**src/rtl/mux_scan_pkg.sv**
```systemverilog
// Shared types and constants for the 7:1 mux scan controller.
package mux_scan_pkg;

    localparam int unsigned NCH      = 7;
    localparam int unsigned SEL_W    = 3;
    localparam logic [NCH-1:0] MASK_ALL = 7'h7F;

    typedef enum logic [1:0] {
        IDLE   = 2'd0,
        SETTLE = 2'd1,
        DONE   = 2'd2
    } state_t;

endpackage

```
**src/rtl/chan_next_find.sv**
```systemverilog
// Combinational search for the next enabled channel above sel_i,
// or the lowest enabled channel when first_i is set.
module chan_next_find
    import mux_scan_pkg::*;
(
    input  logic [NCH-1:0]   mask_i,
    input  logic [SEL_W-1:0] sel_i,
    input  logic             first_i,
    output logic [SEL_W-1:0] next_o,
    output logic             found_o
);

    always_comb begin
        next_o  = '0;
        found_o = 1'b0;
        for (int unsigned i = 0; i < NCH; i++) begin
            if (!found_o && mask_i[i] && (first_i || (SEL_W'(i) > sel_i))) begin
                next_o  = SEL_W'(i);
                found_o = 1'b1;
            end
        end
    end

endmodule

```
**src/rtl/mux_scan_ctrl.sv**
```systemverilog
// Scans enabled channels of a downstream 7:1 mux, waiting dwell cycles
// per channel before capturing z into the matching word bit.
module mux_scan_ctrl
    import mux_scan_pkg::*;
#(
    parameter int unsigned DWELL_W = 4
) (
    input  logic               clk,
    input  logic               rst_n,
    input  logic               start,
    input  logic [NCH-1:0]     en_mask,
    input  logic [DWELL_W-1:0] dwell,
    input  logic               z,
    output logic [SEL_W-1:0]   sel,
    output logic               busy,
    output logic               done,
    output logic [NCH-1:0]     word,
    output logic               valid
);

    state_t             state_q, state_d;
    logic [DWELL_W-1:0] cnt_q, cnt_d;
    logic [DWELL_W-1:0] dwell_q, dwell_d;
    logic [NCH-1:0]     mask_q, mask_d;
    logic [SEL_W-1:0]   sel_q, sel_d;
    logic [NCH-1:0]     word_q, word_d;
    logic               valid_q, valid_d;

    logic               first;
    logic [SEL_W-1:0]   next_sel;
    logic               found;

    // In IDLE the search runs on the live mask so the first channel is known at start.
    assign first = (state_q == IDLE);

    chan_next_find u_find (
        .mask_i  (first ? en_mask : mask_q),
        .sel_i   (sel_q),
        .first_i (first),
        .next_o  (next_sel),
        .found_o (found)
    );

    always_ff @(posedge clk or negedge rst_n) begin
        if (!rst_n) begin
            state_q <= IDLE;
            cnt_q   <= '0;
            dwell_q <= '0;
            mask_q  <= '0;
            sel_q   <= '0;
            word_q  <= '0;
            valid_q <= 1'b0;
        end else begin
            state_q <= state_d;
            cnt_q   <= cnt_d;
            dwell_q <= dwell_d;
            mask_q  <= mask_d;
            sel_q   <= sel_d;
            word_q  <= word_d;
            valid_q <= valid_d;
        end
    end

    always_comb begin
        state_d = state_q;
        cnt_d   = cnt_q;
        dwell_d = dwell_q;
        mask_d  = mask_q;
        sel_d   = sel_q;
        word_d  = word_q;
        valid_d = valid_q;
        unique case (state_q)
            IDLE: begin
                if (start) begin
                    mask_d  = en_mask;
                    dwell_d = dwell;
                    cnt_d   = dwell;
                    word_d  = '0;
                    valid_d = 1'b0;
                    if (found) begin
                        sel_d   = next_sel;
                        state_d = SETTLE;
                    end else begin
                        valid_d = 1'b1;
                        state_d = DONE;
                    end
                end
            end
            SETTLE: begin
                if (cnt_q != '0) begin
                    cnt_d = cnt_q - DWELL_W'(1);
                end else begin
                    word_d[sel_q] = z;
                    if (found) begin
                        sel_d = next_sel;
                        cnt_d = dwell_q;
                    end else begin
                        // valid rises on entry so it is already high during DONE
                        valid_d = 1'b1;
                        state_d = DONE;
                    end
                end
            end
            DONE: begin
                state_d = IDLE;
            end
            default: state_d = IDLE;
        endcase
    end

    assign sel   = sel_q;
    assign word  = word_q;
    assign valid = valid_q;
    assign busy  = (state_q != IDLE);
    assign done  = (state_q == DONE);

endmodule

```
**config.mk**
```make
export PLATFORM = sky130hd
export DESIGN_NAME = mux_scan_ctrl
export DESIGN_NICKNAME = d
export VERILOG_FILES = /design/src/rtl/mux_scan_pkg.sv /design/src/rtl/chan_next_find.sv /design/src/rtl/mux_scan_ctrl.sv
export SDC_FILE = /design/constraint.sdc
export NUM_CORES = 1
export LEC_CHECK = 0
export BUFFER_PORTS_ARGS = -buffer_cell sky130_fd_sc_hd__buf_2
export CAP_MARGIN = 10
export CORE_ASPECT_RATIO = 1.1
export CORE_MARGIN = 3
export CORE_UTILIZATION = 30
export DETAILED_ROUTE_END_ITERATION = 7
export SYNTH_ARGS = -nofsm -noshare
export SYNTH_HDL_FRONTEND = slang
export SYNTH_SLANG_ARGS = --single-unit
```
**constraint.sdc**
```tcl
create_clock -name clk -period 1.8 [get_ports clk]
set_input_delay 0.09 -clock clk [delete_from_list [all_inputs] [get_ports clk]]
set_output_delay 0.09 -clock clk [all_outputs]
set_load 0.03 [all_outputs]
```
* Word level (Yosys, flattened, before mapping)
Cells that the tools add are included. W data, S select, Z words.
Word-level totals: logic and storage cells 97, memories kept 0, register bits 28, bits of input ports 15, bits in read-only memories 0, RAM bits 0, bits in latches 0
Operators by class: multiplexer cells 38, shift operators 0, bitwise logic cells 0, div/mod/pow operators 0, reduce and logical (&&, ||, !) cells 36, eq/ne operators 6, add/subtract/negate cells 1, $lt $le $gt $ge 9, $mul 0
Operators with widths (number):
- $mux W7 | 3
- $mux W3 | 6
- $logic_and A1 B1 Y1 | 14
- $pmux W7 S2 | 1
- $mux W1 | 13
- $mux W2 | 6
- $mux W4 | 3
- $gt A3 B3 Y1 const A | 3
- $reduce_and A3 Y1 | 3
- $pmux W4 S2 | 1
- $bwmux W7 | 1
- $logic_or A1 B1 Y1 | 7
- $gt A1 B3 Y1 const A | 2
- $gt A2 B3 Y1 const A | 2
- $logic_not A1 Y1 | 6
- $pmux W3 S2 | 1
- $lt A3 B4 Y1 const B | 1
- $ne A2 B2 Y1 const B | 2
- $pmux W2 S2 | 1
- $reduce_and A4 Y1 | 1
- $reduce_bool A2 Y1 | 2
- $reduce_bool A4 Y1 | 1
- $sub A4 B1 Y4 const B | 1
- $demux W1 S3 | 1
- 8 further kinds | 8

* Longest topological paths before layout
Gate-level depths: netlist (run 1).
depth after elaboration 31, depth in mapped cells 8, gate-level depth less buffers 7

* Cells and area by module
Synthesis (run 1) repeated with hierarchy kept, for this count alone.
Unflattened totals: cell total of the unflattened synthesis 163, area total of the unflattened synthesis 1664.1 µm²
Modules (own cells, without submodules):
- mux_scan_ctrl | area an instance 1468.9 µm², times used 1, cells each 134
- chan_next_find | area an instance 195.2 µm², times used 1, cells each 29

* Worst setup path after synthesis (run 1)
Ideal clock, no wire load.
path type register to register, start reg cnt_q[0], end reg cnt_q[1], slack -155 ps, setup time 125 ps, period minus slack after synthesis 1955 ps, data required time 1675 ps, stages on the path, launching flop included 8, data arrival time 1830 ps, cell sequence dfrtp_1 > inv_1 > ha_1 > nor3b_2 > and2_1 > and4_1 > a21o_1 > mux2_4
On the way: longest elaborated chain between the ends 3, elaborated cells between the ends (all ways) 6
RTL lines:
- from (decl) | RTL line mux_scan_ctrl.sv:22 | logic [DWELL_W-1:0] cnt_q, cnt_d;
- from (signal assigned) | RTL line mux_scan_ctrl.sv:55 | cnt_q <= cnt_d;
- $sub A4 B1 Y4 / $reduce_bool A4 Y1 (equally long branches) | RTL line mux_scan_ctrl.sv:91, mux_scan_ctrl.sv:90
- $mux W4 / $ne A3 B3 Y1 (equally long branches)
- $pmux W4 S2 / $reduce_and A3 Y1 (equally long branches)
Parallel ways exist; a longest one is shown, timed or not. A chain may end at the register's enable or synchronous reset.

* Worst setup path in the final report (run 1)
start reg sel_q[0], in the netlist sel[0], end reg cnt_q[1]
On the way: longest elaborated chain between the ends 30, elaborated cells between the ends (all ways) 42
RTL lines:
- from (decl) | RTL line mux_scan_ctrl.sv:25 | logic [SEL_W-1:0] sel_q, sel_d;
- from (signal assigned) | RTL line mux_scan_ctrl.sv:58 | sel_q <= sel_d;
- $gt A1 B3 Y1 | RTL line chan_next_find.sv:17 | if (!found_o && mask_i[i] && (first_i || (SEL_W'(i) > sel_i))) begin
- $logic_or A1 B1 Y1 | RTL line chan_next_find.sv:17
- $logic_and A1 B1 Y1 | RTL line chan_next_find.sv:17
- $mux W1 | RTL line chan_next_find.sv:17
- $logic_not A1 Y1 | RTL line chan_next_find.sv:17
- $logic_and A1 B1 Y1 (2 in a row) | RTL line chan_next_find.sv:17
- $mux W1 | RTL line chan_next_find.sv:17
- $logic_not A1 Y1 | RTL line chan_next_find.sv:17
- [... 11 more ...]
- $logic_not A1 Y1 | RTL line chan_next_find.sv:17
- $logic_and A1 B1 Y1 (2 in a row) | RTL line chan_next_find.sv:17
- $mux W1 | RTL line chan_next_find.sv:17
- $logic_not A1 Y1 | RTL line chan_next_find.sv:17
- $logic_and A1 B1 Y1 (2 in a row) | RTL line chan_next_find.sv:17
- $mux W1 (*) | RTL line chan_next_find.sv:17
- $ne A3 B3 Y1 (no line) (*)
- $reduce_and A3 Y1 (no line) (*)
Mark *: on every way between the ends. The rest lies on a longest branch, timed or not.

==> key figures, run 1 <==
Status
  – Status: complete, but fails checks
  – Failing checks: negative setup slack

Yosys
  – Synth Area in XOR/XNOR: 0
  – Seq/Total Area, Yosys: 0.4088
  – Cell area after synthesis: 1653 um^2
  – Synthesized flop and latch total: 27
  – Syn Nets: 185
  – Yosys warning count: 0
  – Main flop type after synthesis: dfrtp_1
  – Largest family of logic cells by synthesized area: compound AO/OA/AOI/OAI gates
  – Cell variety after synth: 54
  – Mean Syn Cell Area: 9.780 um^2
  – Simple-gate share of the synthesized area: 0.2226
  – Post-synth EDFFs: 0
  – Post-synthesis mux area share: 0.08251
  – Post-Synth Adder-Cell Area: 0.007570
  – Asr flop ratio synth: 1.000
  – Synth Area in Compound Gates: 0.2332
  – Post-synthesis cell count: 169

Placed design
  – GPL Wtd Cong: 0.8150
  – # port buffers: 27
  – Dpl cells: 287
  – HPWL Detailed: 3411 um

Clocking
  – CTS H-tree lvls: 1
  – Clk pin slew, worst setup/hold paths: 0.10 ns
  – Clock Latency Late Sink: 0.28 ns
  – Root Driver: clkbuf_8
  – Sink Count: 27
  – CTS Buffer Depth: 2
  – CTS Buf Count: 3
  – TritonCTS clock tree: done

Layout
  – Syn-to-layout area delta: 29.75%
  – Ant diodes: 0
  – Commonest non-fill, non-tap cells in the layout: 29 x buf_4, 27 x buf_2, 22 x dfrtp_1
  – Post-layout util: 0.4149
  – Share of cells above drive strength 1: 0.4260
  – Nets@finish: 240
  – Post-Layout Cell Count: 295
  – Commonest non-fill, non-tap cell in the layout: buf_4

STA
  – RSZ-0062 raised after global routing: yes
  – Setup tns final: -0.007606 ns
  – FMAX: 553.2 MHz
  – Final hold vios: 0
  – Slew Limit Fails: 0
  – Least-Margin Pin Slew: 0.6402 ns
  – # setup viols final: 1
  – Worst setup margin: -0.007606 ns
  – Relative slew slack: 0.5732
  – Tcrit/Tclk final: 1.004
  – Layout Skew: 0.007112 ns
  – Period minus WS final: 1.808 ns

Floorplanning
  – Io pins: 28
  – FP Rows: 27
  – Core area: 5169 um^2
  – Full die area: 6437 um^2
  – Die X: 76.77 um
  – Starting Density: 0.3198
  – Die Y: 83.85 um

Power
  – Part of the power in registers: 0.284
  – Psw: 1.805 mW
  – Peak supply drop: 0.5878 mV
  – Int Power: 2.250 mW
  – Total power: 4.055 mW
  – Leak pwr: 0.9606 nW
  – Combinational share of power: 0.628
  – Clock Power Share: 0.088
  – Pwr Density: 1891 nW/um^2
  – Switching Fraction: 0.4451

Critical path
  – Critical path class: register to register
  – Slowest-stage cell, CP: or4b_4
  – CP startpoint kind: register
  – Worst path top cell family by delay: simple AND/OR/NAND/NOR gates
  – Crit-path cells: or4b_4, nand3_4, nand2_2, a21o_1, mux2_4
  – Worst EP required: 1.97 ns
  – CP arrival: 1.98 ns
  – Crit. End Element: register
  – WP buf/inv: 0
  – CP peak stage delay: 0.56 ns
  – CP Max Fanout: 4

GRT
  – GRT Total Usage: 0.1413
  – GRT overflow: 0
  – Maximum number of pins on one net before global-route repair: 28
  – Number of global-route vias before repair: 1471
  – Initial antenna violation count: 0
  – First-pass GRT wire length: 7320 um

Route
  – Initial DRC count: 64
  – Avg Vias per Cell: 5.064
  – Pre-antenna DRT Iters: 4
  – Post-route ant nets: 0
  – # DRC: 0
  – Wire per inst: 15.29 um
  – Via count: 1494
  – DRT Wirelength: 4511 um

Flow run
  – Max-cap violation count: 0

Worst hold path
  – Worst hold path type: input pin to register
-- cells by family after synthesis --
family | count (synthesis)
AO/OA/AOI/OAI | 55
adder cells (fa/ha/maj) | 1
buffers and inverters | 13
flip-flops | 27
multiplexers | 12
AND/OR/NAND/NOR | 61
-- metal layers --
metal,wire [um],GRT usage,up-vias,part of all wire
met3,159,0.02052,4,0.035
met4,63,0.04942,0,0.014
met5,0,0,-,0
li1,-,-,742,-
met1,2143,0.1880,721,0.48
met2,2144,0.2322,27,0.48
-- cell type report --
class	instances	area, um^2
Fill cell	518	3024
Clock buffer	4	45.04
Multi-Input combinational cell	129	942.2
Sequential cell	27	681.9
Timing Repair Buffer	57	362.8
Tap cell	72	90.09
Inverter	6	22.52
-- through the flow --
stage,worst slack [ns],hold WS (ns),area [um^2]
final,-0.007606,0.05727,2145
after CTS,0.003678,0.05634,2101
after global routing,-0.04537,0.04779,2145
after global placement,0.009340,0.1612,2043
after floorplan,-0.08013,-0.2056,1675
after detailed placement,-0.005706,0.1586,2043
-- Yosys cell counts, drive strengths merged, types with 2 or more instances --
master | number | area [um^2]
dfrtp | 27 | 675.7
nand2 | 20 | 80.07
o21ai | 15 | 75.07
a21oi | 11 | 58.81
mux2 | 10 | 116.4
nor2 | 10 | 45.04
inv | 6 | 22.52
nand2b | 6 | 37.54
buf | 5 | 43.79
nor2b | 4 | 25.02
a31oi | 3 | 18.77
and2 | 3 | 21.27
nor4 | 3 | 33.78
o31ai | 3 | 22.52
o41ai | 3 | 26.28
a21o | 2 | 15.01
a2bb2oi | 2 | 17.52
and3 | 2 | 12.51
and4 | 2 | 17.52
clkbuf | 2 | 8.750
mux2i | 2 | 20.02
nand4 | 2 | 18.77
nor3 | 2 | 10.01
o211ai | 2 | 15.01
o21a | 2 | 15.01
o21bai | 2 | 15.01
o311ai | 2 | 17.52
-- timing repair --
action	in CTS	in global routing
pin swaps	2	2
endpoints found under the setup margin	1	9
endpoints found under the hold margin	27	0
gates cloned	0	0
buffers inserted	0	3
gates resized for setup	1	11
hold buffers	1	0
-- worst reg2reg max path: stages (launching register included) --
cell	delay (ns)
dfrtp_2	0.43
or4b_4	0.56
nand3_4	0.10
nand2_2	0.07
a21o_1	0.24
mux2_4	0.31
-- path summary, 6_finish.rpt --
path	from	to	slack [ns]	cells after the start
worst max-delay path	sel[0]	cnt_q[1]	-0.008	5
worst min-delay path	dwell[1]	dwell_q[1]	0.06	2
worst max register to register	sel[0]	cnt_q[1]	-0.008	5
worst min register to register	dwell_q[1]	dwell_q[1]	0.52	1
max in group asynchronous	rst_n	sel[1]	0.98	2
min in group asynchronous	rst_n	cnt_q[0]	0.36	2
-- sequential cells by signal, indices dropped and copies added (netlist names) --
name and cells:
word 7, cnt_q 4, sel 3, dwell_q 4, state_q 2, valid 1, mask_q 6
-- power by group through the flow --
| stage | clock, mW | sequential [mW] | combinational (mW) |
|---|---|---|---|
| 2_1_floorplan | 0 | 1.30 | 1.46 |
| 3_5_place_dp | 0 | 1.15 | 2.44 |
| 6_report | 0.355 | 1.15 | 2.55 |
| 3_3_place_gp | 0 | 1.14 | 2.42 |
| 5_1_grt | 0.395 | 1.20 | 2.78 |
| 4_1_cts | 0.366 | 1.15 | 2.46 |
Note: power is estimated with default switching activity, not from simulation.
==> run 2: changes to the inputs <==
CORE_MARGIN = 2   (was 3)
CORE_UTILIZATION = 45   (was 30)
PLACE_DENSITY = 0.69   (was not set)
==> run 2 against run 1 <==
Net effect: sequential share of layout area increased by 0.38 points; utilization increased by 18 points; clock power increased by 1%; the flow now finishes without violations; via count increased by 2.5%; first-iteration DRC count increased by 31%; critical path depth unchanged; sequential power about the same; largest cell class unchanged.
==> key figures, run 2 (same netlist as run 1, synthesis figures left out) <==
Placed design
  – GPL Wtd Cong: 0.9022 (+11%)
  – HPWL Detailed: 3227 um (-5.4%)
  – Pre-CTS setup slack: -0.03623 ns (-0.03053 ns)
  – # port buffers: 27 (unchanged)
  – Dpl cells: 259 (-9.8%)
  – Cell Area, Placed: 1971 um^2 (-3.6%)

Critical path
  – Worst EP required: 1.97 ns (about the same)
  – CP Max Fanout: 4 (unchanged)
  – CP startpoint kind: register
  – Crit. End Element: register
  – CP arrival: 1.97 ns (about the same)
  – Critical path class: register to register

Clocking
  – CTS H-tree lvls: 1 (unchanged)
  – Clock Latency Late Sink: 0.28 ns (about the same)
  – CTS Buffer Depth: 2 (unchanged)
  – Clk pin slew, worst setup/hold paths: 0.10 ns (about the same)
  – CTS Buf Count: 3 (unchanged)
  – TritonCTS clock tree: done
  – Sink Count: 27 (unchanged)
  – Root Driver: clkbuf_8

GRT
  – Met1 Usage GRT: 0.2733 (+0.08532)
  – Number of global-route vias before repair: 1566 (+6.5%)
  – GRT Total Usage: 0.2301 (+0.08887)
  – Maximum number of pins on one net before global-route repair: 28 (unchanged)
  – Initial antenna violation count: 0 (unchanged)
  – First-pass GRT wire length: 7120 um (-2.7%)
  – GRT overflow: 0 (unchanged)
  – GR Layer Usage met2: 0.4145 (+0.1823)
  – Met3 usage: 0.03448 (+0.01396)
  – GRT Max-Usage Layer: met2

STA
  – Final hold vios: 0 (unchanged)
  – Period minus WS final: 1.794 ns (-0.01347 ns)
  – Tcrit/Tclk final: 0.9967 (-0.007481)
  – FMAX: 557.4 MHz (+0.75%)
  – RSZ-0062 raised after global routing: yes
  – # setup viols final: 0 (-1)
  – Hold_ws: 0.05094 ns (-0.006332 ns)
  – Slew Limit Fails: 0 (unchanged)
  – Relative slew slack: 0.5994 (+0.02625)
  – Worst setup margin: 0.005860 ns (+0.01347 ns)
  – Layout Skew: 0.002328 ns (-0.004784 ns)
  – Setup tns final: 0 ns (+0.007606 ns)
  – Least-Margin Pin Slew: 0.6008 ns (-0.03938 ns)

Route
  – Via count: 1532 (+2.5%)
  – DRT Wirelength: 4337 um (-3.9%)
  – Wire per inst: 16.12 um (+5.4%)
  – Pre-antenna DRT Iters: 4 (unchanged)
  – # DRC: 0 (unchanged)
  – Post-route ant nets: 0 (unchanged)
  – Initial DRC count: 84 (+31%)
  – Avg Vias per Cell: 5.695 (+12%)

Layout
  – Nets@finish: 236 (-1.7%)
  – Ant diodes: 0 (unchanged)
  – Post-route cell area: 2120 um^2 (-1.2%)
  – Commonest non-fill, non-tap cells in the layout: 27 x buf_2, 23 x buf_4, 22 x dfrtp_1
  – Syn-to-layout area delta: 28.24%
  – Commonest non-fill, non-tap cell in the layout: buf_2
  – Share of cells above drive strength 1: 0.4155 (-0.01048)
  – Max reg flops: 7 (unchanged)
  – Post-layout util: 0.5940 (+0.1791)
  – Post-Layout Cell Count: 269 (-8.8%)
  – Fillers: 348 (-33%)

Floorplanning
  – Starting Density: 0.4632 (+0.1434)
  – Die X: 61.79 um (-20%)
  – Die Y: 67.56 um (-19%)
  – Io pins: 28 (unchanged)
  – FP Rows: 23 (-15%)
  – Core area: 3568 um^2 (-31%)
  – Full die area: 4174 um^2 (-35%)

Flow run
  – Max-cap violation count: 0 (unchanged)

Worst hold path
  – Worst hold path type: input pin to register

Power
  – Leak pwr: 0.9447 nW (-1.7%)
  – Total power: 4.048 mW (-0.17%)
  – Pwr Density: 1910 nW/um^2 (+1.0%)
  – Peak supply drop: 0.8670 mV (+48%)

Status
  – Status: finished clean
## run 2: changes by cell type in the layout (fill, tap and decap cells not counted), sizes merged
| cell | previous run | this run |
|---|---|---|
| buf | 56 | 51 |
| clkinvlp | 0 | 1 |
## run 2: worst paths after layout
kind,cells past startpoint,slack [ns],start,endpoint
max in group asynchronous,2,1.02,rst_n,state_q[0]
min in group asynchronous,2,0.35,rst_n,mask_q[2]
hold reg to reg,2,0.50,word[2],word[2]
setup / recovery,5,0.006,sel[0],cnt_q[1]
setup reg to reg,5,0.006,sel[0],cnt_q[1]
hold / removal,2,0.05,dwell[0],dwell_q[0]
## run 2: worst max-delay path, stage by stage, from the launching register on
cell,delay (ns)
dfrtp_2,0.43
or4b_4,0.57
nand3_4,0.10
nand2_2,0.06
a21o_1,0.23
mux2_4,0.31
## run 2: report_power, final
group,total (mW),leakage (nW),switching (mW),internal [mW]
sequential,1.15,0.329,0.256,0.897
clock,0.359,0.0217,0.202,0.158
combinational,2.54,0.594,1.37,1.16
## run 2: what timing repair did
action | CTS | global route
buffers inserted | 1 | 4
hold endpoints to repair | 27 | 0
pin swaps | 2 | 7
hold buffers | 1 | 0
gates resized for setup | 7 | 9
endpoints found under the setup margin | 5 | 10
## run 2: layout make-up
class                   instances  area (um^2)  share of cell area
clock buffers                   3        41.29             0.01948
clock inverters                 1        7.507            0.003542
inverters                       6        22.52             0.01063
multi-input cells             129        969.7              0.4575
flip-flops and latches         27        681.9              0.3217
well taps                      50        62.56             0.02952
repair buffers                 53        334.1              0.1576
## run 2: metal layers
metal	vias up	routed length (um)
met5	-	0
met4	0	72
met3	9	218
met2	45	2233
met1	752	1813
li1	726	-
